==> config.mk <==
export PLATFORM = sky130hd
export DESIGN_NAME = exec_mem_unit
export DESIGN_NICKNAME = d
export VERILOG_FILES = /design/src/rtl/exec_mem_pkg.sv /design/src/rtl/exec_mem_alu.sv /design/src/rtl/exec_mem_unit.sv
export SDC_FILE = /design/constraint.sdc
export NUM_CORES = 1
export LEC_CHECK = 0
export BUFFER_PORTS_ARGS = -buffer_cell sky130_fd_sc_hd__buf_4
export CORE_ASPECT_RATIO = 0.5
export CORE_MARGIN = 1.5
export CORE_UTILIZATION = 50
export DETAILED_ROUTE_END_ITERATION = 10
export GPL_TIMING_DRIVEN = 0
export PLACE_DENSITY = 0.73
export SYNTH_ARGS = -nofsm -noshare
export SYNTH_HDL_FRONTEND = slang
export SYNTH_HIERARCHICAL = 1
export SYNTH_SLANG_ARGS = --single-unit
==> constraint.sdc <==
create_clock -name clk -period 7.52 [get_ports clk]
set_input_delay 1.128 -clock clk [delete_from_list [all_inputs] [get_ports clk]]
set_output_delay 1.128 -clock clk [all_outputs]
set_load 0.1 [all_outputs]
==> src/rtl/exec_mem_pkg.sv <==
// Shared definitions for the accumulator CPU execute/memory stage:
// opcodes, FSM states, ALU operation codes and SKIP condition codes.
package exec_mem_pkg;

    localparam logic [3:0] OP_HALT  = 4'h0;
    localparam logic [3:0] OP_ADD   = 4'h1;
    localparam logic [3:0] OP_SUB   = 4'h2;
    localparam logic [3:0] OP_LOAD  = 4'h3;
    localparam logic [3:0] OP_STORE = 4'h4;
    localparam logic [3:0] OP_CLEAR = 4'h5;
    localparam logic [3:0] OP_SKIP  = 4'h6;
    localparam logic [3:0] OP_JUMP  = 4'h7;
    localparam logic [3:0] OP_AND   = 4'h8;
    localparam logic [3:0] OP_OR    = 4'h9;
    localparam logic [3:0] OP_NOT   = 4'hA;
    localparam logic [3:0] OP_JNS   = 4'hB;
    localparam logic [3:0] OP_JUMPI = 4'hC;
    localparam logic [3:0] OP_NOP   = 4'hF;

    localparam logic [1:0] SKIP_NEG   = 2'b00;
    localparam logic [1:0] SKIP_ZERO  = 2'b01;
    localparam logic [1:0] SKIP_POS   = 2'b10;
    localparam logic [1:0] SKIP_CARRY = 2'b11;

    typedef enum logic [1:0] {
        ST_IDLE   = 2'b00,
        ST_MEM_RD = 2'b01,
        ST_MEM_WR = 2'b10,
        ST_HALTED = 2'b11
    } state_e;

    typedef enum logic [2:0] {
        ALU_PASS = 3'd0,
        ALU_ADD  = 3'd1,
        ALU_SUB  = 3'd2,
        ALU_AND  = 3'd3,
        ALU_OR   = 3'd4,
        ALU_NOT  = 3'd5,
        ALU_CLR  = 3'd6
    } alu_op_e;

    function automatic logic is_mem_rd(input logic [3:0] op);
        case (op)
            OP_ADD, OP_SUB, OP_LOAD, OP_AND, OP_OR, OP_JUMPI: is_mem_rd = 1'b1;
            default:                                          is_mem_rd = 1'b0;
        endcase
    endfunction

    function automatic logic is_mem_wr(input logic [3:0] op);
        case (op)
            OP_STORE, OP_JNS: is_mem_wr = 1'b1;
            default:          is_mem_wr = 1'b0;
        endcase
    endfunction

    // LOAD reuses the ALU as a pass-through of the read data
    function automatic alu_op_e alu_sel(input logic [3:0] op);
        case (op)
            OP_ADD:   alu_sel = ALU_ADD;
            OP_SUB:   alu_sel = ALU_SUB;
            OP_AND:   alu_sel = ALU_AND;
            OP_OR:    alu_sel = ALU_OR;
            OP_NOT:   alu_sel = ALU_NOT;
            OP_CLEAR: alu_sel = ALU_CLR;
            default:  alu_sel = ALU_PASS;
        endcase
    endfunction

endpackage

==> src/rtl/exec_mem_alu.sv <==
// Combinational ALU for the execute/memory stage. Flag generation ({N,Z,C,V})
// exists only when EXEC_MEM_FLAGS_EN is defined; otherwise flags are zero.
module exec_mem_alu
    import exec_mem_pkg::*;
#(
    parameter int DATA_W = 16
) (
    input  logic [2:0]        op,
    input  logic [DATA_W-1:0] a,
    input  logic [DATA_W-1:0] b,
    output logic [DATA_W-1:0] result,
    output logic [3:0]        flags
);

    logic [DATA_W:0] add_ext_s;
    logic [DATA_W:0] sub_ext_s;

    assign add_ext_s = {1'b0, a} + {1'b0, b};
    assign sub_ext_s = {1'b0, a} - {1'b0, b};

    // Result selection
    always_comb begin
        result = a;
        case (alu_op_e'(op))
            ALU_PASS: result = b;
            ALU_ADD:  result = add_ext_s[DATA_W-1:0];
            ALU_SUB:  result = sub_ext_s[DATA_W-1:0];
            ALU_AND:  result = a & b;
            ALU_OR:   result = a | b;
            ALU_NOT:  result = ~a;
            ALU_CLR:  result = {DATA_W{1'b0}};
            default:  result = a;
        endcase
    end

`ifdef EXEC_MEM_FLAGS_EN
    logic carry_s;
    logic ovf_s;

    // C is carry-out for ADD and no-borrow for SUB; every other AC write clears C and V
    always_comb begin
        carry_s = 1'b0;
        ovf_s   = 1'b0;
        case (alu_op_e'(op))
            ALU_ADD: begin
                carry_s = add_ext_s[DATA_W];
                ovf_s   = (a[DATA_W-1] == b[DATA_W-1]) && (add_ext_s[DATA_W-1] != a[DATA_W-1]);
            end
            ALU_SUB: begin
                carry_s = ~sub_ext_s[DATA_W];
                ovf_s   = (a[DATA_W-1] != b[DATA_W-1]) && (sub_ext_s[DATA_W-1] != a[DATA_W-1]);
            end
            default: begin
                carry_s = 1'b0;
                ovf_s   = 1'b0;
            end
        endcase
    end

    assign flags = {result[DATA_W-1], (result == {DATA_W{1'b0}}), carry_s, ovf_s};
`else
    logic unused_carry_s;

    assign unused_carry_s = add_ext_s[DATA_W] ^ sub_ext_s[DATA_W];
    assign flags          = 4'b0000;
`endif

endmodule

==> src/rtl/exec_mem_unit.sv <==
// Execute/memory stage of the accumulator CPU: runs one decoded instruction per
// handshake against AC and a req/ack data memory. Optional flags: EXEC_MEM_FLAGS_EN.
module exec_mem_unit
    import exec_mem_pkg::*;
#(
    parameter int DATA_W = 16,
    parameter int ADDR_W = 16,
    parameter int OP_W   = 8
) (
    input  logic              clk,
    input  logic              rst,
    input  logic              in_valid,
    output logic              in_ready,
    input  logic [OP_W-1:0]   in_opcode,
    input  logic [ADDR_W-1:0] in_operand,
    input  logic [ADDR_W-1:0] in_pc,
    output logic              mem_req,
    output logic              mem_we,
    output logic [ADDR_W-1:0] mem_addr,
    output logic [DATA_W-1:0] mem_wdata,
    input  logic [DATA_W-1:0] mem_rdata,
    input  logic              mem_ack,
    output logic [DATA_W-1:0] ac,
    output logic              pc_wr_en,
    output logic [ADDR_W-1:0] pc_wr_data,
    output logic              retire,
    output logic              halted,
    output logic [3:0]        flags
);

    localparam logic [ADDR_W-1:0] ADDR_ONE = {{(ADDR_W-1){1'b0}}, 1'b1};
    localparam logic [ADDR_W-1:0] ADDR_TWO = {{(ADDR_W-2){1'b0}}, 2'b10};

    state_e            state_r, state_nxt_s;
    logic [3:0]        op_r, op_nxt_s, dec_op_s;
    logic [ADDR_W-1:0] operand_r, operand_nxt_s;
    logic [DATA_W-1:0] ac_r, ac_nxt_s;
    logic [3:0]        flags_r, flags_nxt_s;
    logic              mem_req_r, mem_req_nxt_s;
    logic              mem_we_r, mem_we_nxt_s;
    logic [ADDR_W-1:0] mem_addr_r, mem_addr_nxt_s;
    logic [DATA_W-1:0] mem_wdata_r, mem_wdata_nxt_s;
    logic              pc_wr_en_r, pc_wr_en_nxt_s;
    logic [ADDR_W-1:0] pc_wr_data_r, pc_wr_data_nxt_s;
    logic              retire_r, retire_nxt_s;
    logic              halted_r, halted_nxt_s;
    logic              ready_s, accept_s, skip_s;
    alu_op_e           alu_op_s;
    logic [DATA_W-1:0] alu_res_s;
    logic [3:0]        alu_flags_s;

    // Opcodes wider than the defined set, or unassigned codes, collapse to NOP
    function automatic logic [3:0] decode_op(input logic [OP_W-1:0] opc);
        logic [OP_W-1:0] hi;
        hi = opc >> 3'd4;
        if (hi != {OP_W{1'b0}}) begin
            decode_op = OP_NOP;
        end else if (opc[3:0] > OP_JUMPI) begin
            decode_op = OP_NOP;
        end else begin
            decode_op = opc[3:0];
        end
    endfunction

    assign dec_op_s = decode_op(in_opcode);
    assign ready_s  = (state_r == ST_IDLE) && !halted_r && !rst;
    assign accept_s = in_valid && ready_s;

    // ALU works on the incoming op in IDLE and on the latched op while waiting for memory
    always_comb begin
        if (state_r == ST_IDLE) begin
            alu_op_s = alu_sel(dec_op_s);
        end else begin
            alu_op_s = alu_sel(op_r);
        end
    end

    exec_mem_alu #(
        .DATA_W (DATA_W)
    ) u_alu (
        .op     (alu_op_s),
        .a      (ac_r),
        .b      (mem_rdata),
        .result (alu_res_s),
        .flags  (alu_flags_s)
    );

    // SKIP condition evaluation against the current AC
    always_comb begin
        case (in_operand[1:0])
            SKIP_NEG:   skip_s = ac_r[DATA_W-1];
            SKIP_ZERO:  skip_s = (ac_r == {DATA_W{1'b0}});
            SKIP_POS:   skip_s = !ac_r[DATA_W-1] && (ac_r != {DATA_W{1'b0}});
`ifdef EXEC_MEM_FLAGS_EN
            SKIP_CARRY: skip_s = flags_r[1];
`else
            SKIP_CARRY: skip_s = 1'b0;
`endif
            default:    skip_s = 1'b0;
        endcase
    end

    // FSM state register
    always_ff @(posedge clk) begin
        if (rst) begin
            state_r <= ST_IDLE;
        end else begin
            state_r <= state_nxt_s;
        end
    end

    // FSM next-state logic
    always_comb begin
        state_nxt_s = state_r;
        case (state_r)
            ST_IDLE: begin
                if (!accept_s) begin
                    state_nxt_s = ST_IDLE;
                end else if (dec_op_s == OP_HALT) begin
                    state_nxt_s = ST_HALTED;
                end else if (is_mem_rd(dec_op_s)) begin
                    state_nxt_s = ST_MEM_RD;
                end else if (is_mem_wr(dec_op_s)) begin
                    state_nxt_s = ST_MEM_WR;
                end else begin
                    state_nxt_s = ST_IDLE;
                end
            end
            ST_MEM_RD, ST_MEM_WR: begin
                if (mem_ack) begin
                    state_nxt_s = ST_IDLE;
                end else begin
                    state_nxt_s = state_r;
                end
            end
            ST_HALTED: state_nxt_s = ST_HALTED;
            default:   state_nxt_s = ST_IDLE;
        endcase
    end

    // FSM output logic: next values of the datapath and output registers
    always_comb begin
        op_nxt_s         = op_r;
        operand_nxt_s    = operand_r;
        ac_nxt_s         = ac_r;
        flags_nxt_s      = flags_r;
        mem_req_nxt_s    = mem_req_r;
        mem_we_nxt_s     = mem_we_r;
        mem_addr_nxt_s   = mem_addr_r;
        mem_wdata_nxt_s  = mem_wdata_r;
        pc_wr_en_nxt_s   = 1'b0;
        pc_wr_data_nxt_s = pc_wr_data_r;
        retire_nxt_s     = 1'b0;
        halted_nxt_s     = halted_r;
        case (state_r)
            ST_IDLE: begin
                if (!accept_s) begin
                    op_nxt_s = op_r;
                end else if (is_mem_rd(dec_op_s)) begin
                    op_nxt_s       = dec_op_s;
                    operand_nxt_s  = in_operand;
                    mem_req_nxt_s  = 1'b1;
                    mem_we_nxt_s   = 1'b0;
                    mem_addr_nxt_s = in_operand;
                end else if (is_mem_wr(dec_op_s)) begin
                    op_nxt_s       = dec_op_s;
                    operand_nxt_s  = in_operand;
                    mem_req_nxt_s  = 1'b1;
                    mem_we_nxt_s   = 1'b1;
                    mem_addr_nxt_s = in_operand;
                    if (dec_op_s == OP_JNS) begin
                        mem_wdata_nxt_s = DATA_W'(in_pc + ADDR_ONE);
                    end else begin
                        mem_wdata_nxt_s = ac_r;
                    end
                end else begin
                    op_nxt_s      = dec_op_s;
                    operand_nxt_s = in_operand;
                    retire_nxt_s  = 1'b1;
                    case (dec_op_s)
                        OP_HALT: halted_nxt_s = 1'b1;
                        OP_CLEAR, OP_NOT: begin
                            ac_nxt_s    = alu_res_s;
                            flags_nxt_s = alu_flags_s;
                        end
                        OP_SKIP: begin
                            pc_wr_en_nxt_s = skip_s;
                            if (skip_s) begin
                                pc_wr_data_nxt_s = in_pc + ADDR_TWO;
                            end else begin
                                pc_wr_data_nxt_s = pc_wr_data_r;
                            end
                        end
                        OP_JUMP: begin
                            pc_wr_en_nxt_s   = 1'b1;
                            pc_wr_data_nxt_s = in_operand;
                        end
                        default: retire_nxt_s = 1'b1;
                    endcase
                end
            end
            ST_MEM_RD, ST_MEM_WR: begin
                if (mem_ack) begin
                    mem_req_nxt_s = 1'b0;
                    retire_nxt_s  = 1'b1;
                    case (op_r)
                        OP_ADD, OP_SUB, OP_AND, OP_OR, OP_LOAD: begin
                            ac_nxt_s    = alu_res_s;
                            flags_nxt_s = alu_flags_s;
                        end
                        OP_JUMPI: begin
                            pc_wr_en_nxt_s   = 1'b1;
                            pc_wr_data_nxt_s = mem_rdata[ADDR_W-1:0];
                        end
                        OP_JNS: begin
                            pc_wr_en_nxt_s   = 1'b1;
                            pc_wr_data_nxt_s = operand_r + ADDR_ONE;
                        end
                        default: retire_nxt_s = 1'b1;
                    endcase
                end else begin
                    mem_req_nxt_s = 1'b1;
                end
            end
            ST_HALTED: halted_nxt_s = 1'b1;
            default:   retire_nxt_s = 1'b0;
        endcase
    end

    // Datapath and output registers; reset abandons any in-flight access
    always_ff @(posedge clk) begin
        if (rst) begin
            op_r         <= OP_NOP;
            operand_r    <= {ADDR_W{1'b0}};
            ac_r         <= {DATA_W{1'b0}};
            flags_r      <= 4'b0000;
            mem_req_r    <= 1'b0;
            mem_we_r     <= 1'b0;
            mem_addr_r   <= {ADDR_W{1'b0}};
            mem_wdata_r  <= {DATA_W{1'b0}};
            pc_wr_en_r   <= 1'b0;
            pc_wr_data_r <= {ADDR_W{1'b0}};
            retire_r     <= 1'b0;
            halted_r     <= 1'b0;
        end else begin
            op_r         <= op_nxt_s;
            operand_r    <= operand_nxt_s;
            ac_r         <= ac_nxt_s;
            flags_r      <= flags_nxt_s;
            mem_req_r    <= mem_req_nxt_s;
            mem_we_r     <= mem_we_nxt_s;
            mem_addr_r   <= mem_addr_nxt_s;
            mem_wdata_r  <= mem_wdata_nxt_s;
            pc_wr_en_r   <= pc_wr_en_nxt_s;
            pc_wr_data_r <= pc_wr_data_nxt_s;
            retire_r     <= retire_nxt_s;
            halted_r     <= halted_nxt_s;
        end
    end

    assign in_ready   = ready_s;
    assign mem_req    = mem_req_r;
    assign mem_we     = mem_we_r;
    assign mem_addr   = mem_addr_r;
    assign mem_wdata  = mem_wdata_r;
    assign ac         = ac_r;
    assign pc_wr_en   = pc_wr_en_r;
    assign pc_wr_data = pc_wr_data_r;
    assign retire     = retire_r;
    assign halted     = halted_r;
    assign flags      = flags_r;

endmodule

==> results of run 1 <==
cells in the mapped netlist, types with 9 or more instances:
| cell | number | share of area (%) |
|---|---|---|
| nand4_1 | 13 | 1.1 |
| a211oi_2 | 10 | 1.7 |
| nor2b_1 | 15 | 1.3 |
| nor4_1 | 12 | 1.0 |
| a21oi_1 | 90 | 6.3 |
| nor2_1 | 97 | 5.1 |
| ha_1 | 23 | 4.0 |
| nand2b_1 | 12 | 1.0 |
| a211o_1 | 14 | 1.7 |
| inv_1 | 22 | 1.2 |
| clkbuf_1 | 55 | 2.9 |
| or3_1 | 13 | 1.1 |
| dfxtp_1 | 95 | 27 |
| a31oi_1 | 15 | 1.3 |
| xnor2_1 | 38 | 4.6 |
| o21ai_0 | 45 | 3.1 |
| xor2_1 | 29 | 3.5 |
| o221ai_1 | 9 | 1.1 |
| nand2_1 | 76 | 4.0 |
| mux2i_1 | 44 | 6.1 |
| nand3_1 | 13 | 0.91 |
| nor3_1 | 21 | 1.5 |
| o211ai_1 | 26 | 2.7 |
registers in the layout (all words and copies together) (netlist names):
name / count
retire: 1
operand_r: 16
ac: 16
state_r: 2
mem_wdata: 16
mem_addr: 16
mem_we: 1
halted: 1
pc_wr_en: 1
op_r: 4
pc_wr_data: 16
flags: 4
mem_req: 1
worst min-delay path: cells and delay by family (launching register included):
family | cells | cell delay, ps
flip-flops | 1 | 310
AND/OR/NAND/NOR | 1 | 50
AO/OA/AOI/OAI | 1 | 50
path summary, 6_finish.rpt:
path                                  start                         to  slack, ps
setup reg to reg    state_r[0]$_SDFFE_PP0N_         ac[9]$_SDFFE_PP0P_       2880
setup / recovery               in_opcode[5]         ac[9]$_SDFFE_PP0P_       2380
hold reg to reg   mem_wdata[4]$_SDFFE_PP0P_  mem_wdata[4]$_SDFFE_PP0P_        460
hold / removal    mem_wdata[4]$_SDFFE_PP0P_  mem_wdata[4]$_SDFFE_PP0P_        460
per-stage QoR:
step	hold WS, ps	setup slack (ps)
global route	475	1990
detailed placement	448	2130
finish	456	2380
floorplan	445	2620
CTS	458	2480
global placement	445	2140
cell type report:
type	instances	area [µm²]	area share [%]
clock inverters	6	62.6	0.719
multi-input cells	735	4870	56.0
inverters	22	82.6	0.950
repair buffers	131	983	11.3
flip-flops and latches	95	1900	21.9
plain buffers	74	330	3.80
clock buffers	10	229	2.63
well taps	192	240	2.76
power by group:
| group | internal, µW | total [µW] | switching, µW |
|---|---|---|---|
| Combinational | 74.1 | 198 | 124 |
| Sequential | 508 | 514 | 6.11 |
| Clock | 234 | 462 | 229 |
| Total | 816 | 1170 | 359 |
cells by family (layout without fill, tap and decap cells):
group | count (synthesis) | in the layout | share of synthesized area [%]
and+or+nand+nor | 309 | 309 | 21.6
AOI/OAI and AO/OA | 284 | 284 | 26.9
buffers and inverters | 96 | 243 | 5.76
DFF | 95 | 95 | 26.5
xor gates and xnor gates | 67 | 67 | 8.18
muxes | 47 | 47 | 6.61
adders and majority gates | 24 | 24 | 4.29
other | 1 | 4 | 0.0523
metal layers:
metal	share of wire, %	global-route usage, %
met3	9.8	6.91
met5	0	0
met1	44	44.1
met2	45	53.1
met4	1.5	7.67
==> impl_metrics.json, run 1 <==
{
  "drt-total-wl_mm": 24.5,
  "relSlewSlack_pct": 49.9,
  "maxCapViolations": 0,
  "cts_resized": 0,
  "critPathArrivalTime_ps": 5360,
  "fin_util_pct": 63.1,
  "tightest_slew_ps": 752,
  "place_area_um2": 8400,
  "port-buffer-count": 131,
  "worstSetupStartpointType": "input port",
  "setup_violations": 0,
  "numCtsBuffers": 9,
  "fin_crit_sh_pct": 68.3,
  "worstSetupPathType": "in -> reg",
  "coreArea_um2": 13800,
  "synthDistinctLibCells": 72,
  "syn2layout_area_growth_pct": 21.3,
  "row_count": 30,
  "vias": 7671,
  "period_needed_ps": 5140,
  "drtAntennaViolNets": 0,
  "drv_slew": 0,
  "cp_max_fo": 10,
  "holdBufCountCts": 0,
  "yosys_warnings": 6,
  "syn_inst": 923,
  "diodes": 0,
  "slowest_stage": "nor4_2",
  "fp.dieW_um": 172,
  "clkSlewWorstSetupHoldPaths_ps": 70,
  "timing.fmax_ghz": 0.195,
  "nets": 1152,
  "p_leak_uw": 0.00344,
  "hold_viol_final": 0,
  "cpPeakStageDelay_ps": 660,
  "drt_iter0_markers": 884,
  "final_cells": 1265,
  "layout_commonest_cell": "buf_4",
  "gp_congestion": 0.955,
  "ir_worst_vdd_v": 0.000102,
  "fin_tns_setup_ps": 0,
  "crit_buf_inv": 3,
  "p_total_uw": 1170,
  "cp_cell_sequence": "buf_4 -> nor4_2 -> nand3_1 -> o32ai_1 -> clkbuf_1 -> nand2b_1 -> nor2_1 -> clkbuf_1 -> nor2_1 -> xnor2_1 -> ha_1 -> o211ai_1 -> a21oi_1 -> o21ai_0 -> and3_1 -> o21ai_0 -> o211ai_1 -> mux2i_1 -> nor2_1",
  "critPathTopFamily": "simple AND/OR/NAND/NOR gates",
  "seq_area_frac_synth_pct": 26.5,
  "vias_per_cell": 6.06,
  "cts.sinks": 95,
  "antenna_found_initial": 1,
  "wl_per_cell_um": 19.4,
  "ys.flop_type": "dfxtp_1",
  "dp_hpwl_mm": 19.1,
  "path_depth": 19,
  "crit_required_ps": 7740,
  "start_util_pct": 52.0,
  "layout_common_cells": "135 x buf_4, 97 x nor2_1, 95 x dfxtp_1",
  "ys_ff_latch": 95,
  "firstDrtPassIters": 7,
  "postSynthAreaPerCell_um2": 7.77,
  "drive_gt1_share_pct": 17.7,
  "ios": 134,
  "end_kind": "flop",
  "ff2ff_path_depth": 20,
  "nFillCells": 1259,
  "grt_overflow_total": 0,
  "die_h_um": 87.7,
  "hp-class": "reg -> reg",
  "synth_area_um2": 7170,
  "status": "finished, final reports clean",
  "htreeDepth": 3,
  "cp_common_cell": "nor2_1",
  "rsz0062_at_grt": "false",
  "finalClockSkew_ps": 9.54,
  "power_density_nw_per_um2": 135,
  "cts_buffer_depth": 2,
  "cts_root_buf": "clkbuf_16",
  "dp.cells": 1249,
  "drc": 0,
  "fin_area_um2": 8700,
  "first_global_vias": 6904,
  "insertion_delay_ps": 360,
  "async_reset_ff_share_pct": 0,
  "min_path_cells": 2,
  "synth_edf_count": 0,
  "grt_pass1_wl_mm": 37.3,
  "grt_max_degree": 19,
  "grtUsageTotal_pct": 32.5,
  "die_area_um2": 15100,
  "postCtsSetupRepairBufs": 0,
  "cts_tree": "built"
}
Power figures use the tool's default switching activity.
==> inputs of run 2 (changes only) <==
--- a/config.mk
+++ b/config.mk
@@ -5,13 +5,14 @@
 export SDC_FILE = /design/constraint.sdc
 export NUM_CORES = 1
 export LEC_CHECK = 0
+export ABC_AREA = 1
 export BUFFER_PORTS_ARGS = -buffer_cell sky130_fd_sc_hd__buf_4
 export CORE_ASPECT_RATIO = 0.5
 export CORE_MARGIN = 1.5
 export CORE_UTILIZATION = 50
 export DETAILED_ROUTE_END_ITERATION = 10
 export GPL_TIMING_DRIVEN = 0
-export PLACE_DENSITY = 0.73
+export PLACE_DENSITY = 0.75
 export SYNTH_ARGS = -nofsm -noshare
 export SYNTH_HDL_FRONTEND = slang
 export SYNTH_HIERARCHICAL = 1
==> constraint.sdc (replaced) <==
create_clock -name clk -period 4.6 [get_ports clk]
set_input_delay 0.69 -clock clk [delete_from_list [all_inputs] [get_ports clk]]
set_output_delay 0.69 -clock clk [all_outputs]
set_load 0.1 [all_outputs]
==> impl_metrics.json, run 2 <==
{
  "row_count": 31,
  "cp_max_fo": 10,
  "synth_edf_count": 0,
  "nets": 1455,
  "vias_per_cell": 5.59,
  "worstSetupStartpointType": "input port",
  "postSynthAreaPerCell_um2": 6.21,
  "grtUsageTotal_pct": 32.6,
  "cts_root_buf": "clkbuf_16",
  "hold_viol_final": 0,
  "grt_overflow_total": 0,
  "ir_worst_vdd_v": 0.000194,
  "p_leak_uw": 0.00437,
  "ios": 134,
  "cts_resized": 1,
  "synth_common_cells": "271 x nand2_1, 194 x nor2_1, 120 x nand3_1, 107 x inv_1, 95 x dfxtp_1",
  "async_reset_ff_share_pct": 0,
  "fin_util_pct": 62.7,
  "drt_iter0_markers": 795,
  "yosys_warnings": 6,
  "fin_tns_setup_ps": 0,
  "diodes": 0,
  "setup_violations": 0,
  "rsz0062_at_grt": "false",
  "gp_congestion": 0.912,
  "power_density_nw_per_um2": 223,
  "fin_crit_sh_pct": 91.6,
  "seq_area_frac_synth_pct": 25.0,
  "end_kind": "flop",
  "worstSetupPathType": "in -> reg",
  "timing.fmax_ghz": 0.237,
  "synth_area_um2": 7610,
  "insertion_delay_ps": 360,
  "place_ws_ps": -209,
  "port-buffer-count": 133,
  "maxCapViolations": 0,
  "layout_commonest_cell": "nand2_1",
  "numCtsBuffers": 9,
  "firstDrtPassIters": 5,
  "yosysTopAreaCell": "dfxtp_1",
  "postCtsSetupRepairBufs": 0,
  "vias": 8801,
  "grt_pass1_wl_mm": 41.0,
  "nFillCells": 1483,
  "fp.dieW_um": 177,
  "cts.sinks": 95,
  "die_h_um": 90.2,
  "relSlewSlack_pct": 54.4,
  "clkSlewWorstSetupHoldPaths_ps": 80,
  "netlist_top_cells_area": "dfxtp_1 25%, nand2_1 13%, nor2_1 9.6%",
  "htreeDepth": 3,
  "start_util_pct": 51.9,
  "wl_per_cell_um": 16.6,
  "drv_slew": 0,
  "holdBufCountCts": 0,
  "synth_top_area_share_pct": 25.0,
  "p_total_uw": 2050,
  "status": "finished, final reports clean",
  "hp-class": "reg -> reg",
  "syn_inst": 1224,
  "critPathArrivalTime_ps": 4460,
  "period_needed_ps": 4210,
  "first_global_vias": 7994,
  "ys_ff_latch": 95,
  "finalClockSkew_ps": 17.5,
  "grt_max_degree": 20,
  "cts_tree": "built",
  "tightest_slew_ps": 683,
  "drc": 0,
  "dp.cells": 1558,
  "crit_required_ps": 4850,
  "yosysMostFrequentCell": "nand2_1",
  "final_cells": 1574,
  "layout_common_cells": "271 x nand2_1, 194 x nor2_1, 144 x buf_4",
  "drtAntennaViolNets": 0,
  "drt-total-wl_mm": 26.1,
  "synthDistinctLibCells": 53,
  "coreArea_um2": 14700,
  "antenna_found_initial": 0,
  "drive_gt1_share_pct": 18.2,
  "cts_buffer_depth": 2,
  "syn2layout_area_growth_pct": 20.9,
  "die_area_um2": 16000,
  "dp_hpwl_mm": 20.7,
  "ys.flop_type": "dfxtp_1",
  "finalWorstSetupSlack_ps": 385
}
run 2: cell count changes after synthesis, sizes merged, moves of 31 or more:
cell    previous run  this run
o21ai             45       104
inv               22       123
mux2i             44         0
xnor2             38         7
nand3             13       125
nand2             76       282
clkbuf            55        13
nor2              97       207
run 2: final cells by class:
cell class	count	area [µm²]	share of cell area, %
Inverter	125	470	5.12
Clock buffer	9	225	2.45
Sequential cell	95	1900	20.7
Multi-Input combinational cell	955	4920	53.5
Clock inverter	7	96.3	1.05
Buffer	52	333	3.62
Tap cell	198	248	2.69
Timing Repair Buffer	133	998	10.9
run 2: power by group:
group | switching, µW | internal, µW | leakage, µW
combinational | 243 | 126 | 0.00345
sequential | 14.3 | 837 | 0.000769
clock | 389 | 441 | 0.000155
total | 646 | 1400 | 0.00437
run 2: worst paths after layout:
path	cells after the start	endpoint	slack, ps	startpoint
max	23	ac[6]$_SDFFE_PP0P_	390	in_opcode[7]
min	2	mem_addr[13]$_SDFFE_PP0P_	470	mem_addr[13]$_SDFFE_PP0P_
max reg2reg	21	ac[6]$_SDFFE_PP0P_	480	op_r[0]$_SDFFE_PP1P_
min reg2reg	2	mem_addr[13]$_SDFFE_PP0P_	470	mem_addr[13]$_SDFFE_PP0P_
run 2: through the flow:
| step | cell area, µm² | hold WS, ps |
|---|---|---|
| after floorplan | 7620 | 441 |
| after global placement | 8860 | 453 |
| after detailed placement | 8860 | 459 |
| after CTS | 9190 | 476 |
| after global routing | 9190 | 481 |
| final | 9190 | 473 |
run 2: kinds of logic (layout without fill, tap and decap cells):
kind of cell,after synthesis,count (layout),synth area share [%]
simple gates,656,656,38.7
other cells,1,4,0.0493
fa+ha+maj,24,24,4.05
xor+xnor,29,29,3.34
compound gates,242,242,18.3
buf+inv,177,326,10.6
flops,95,95,25.0
run 2: critical path, stage by stage:
cell	delay (ps)
buf_4	110
nor2_2	150
nand3_2	150
nor2_1	280
inv_1	160
o211ai_1	200
nand2_1	80
nand2_1	290
inv_1	100
nand3_2	170
buf_4	200
nand2_1	70
xor2_1	150
ha_1	340
a21oi_1	160
nand2_1	170
nand2_1	100
nand2_1	110
or2_2	300
nand3_1	90
o2111ai_1	120
o21ai_0	200
nor2_1	50
run 2: metal layers:
layer / vias up / wire length, µm / global-route usage, %
li1: 4315 / - / -
met1: 4059 / 11500 / 44.2
met2: 388 / 11800 / 53.5
met3: 39 / 2480 / 6.22
met4: 0 / 436 / 7.14
met5: - / 0 / 0
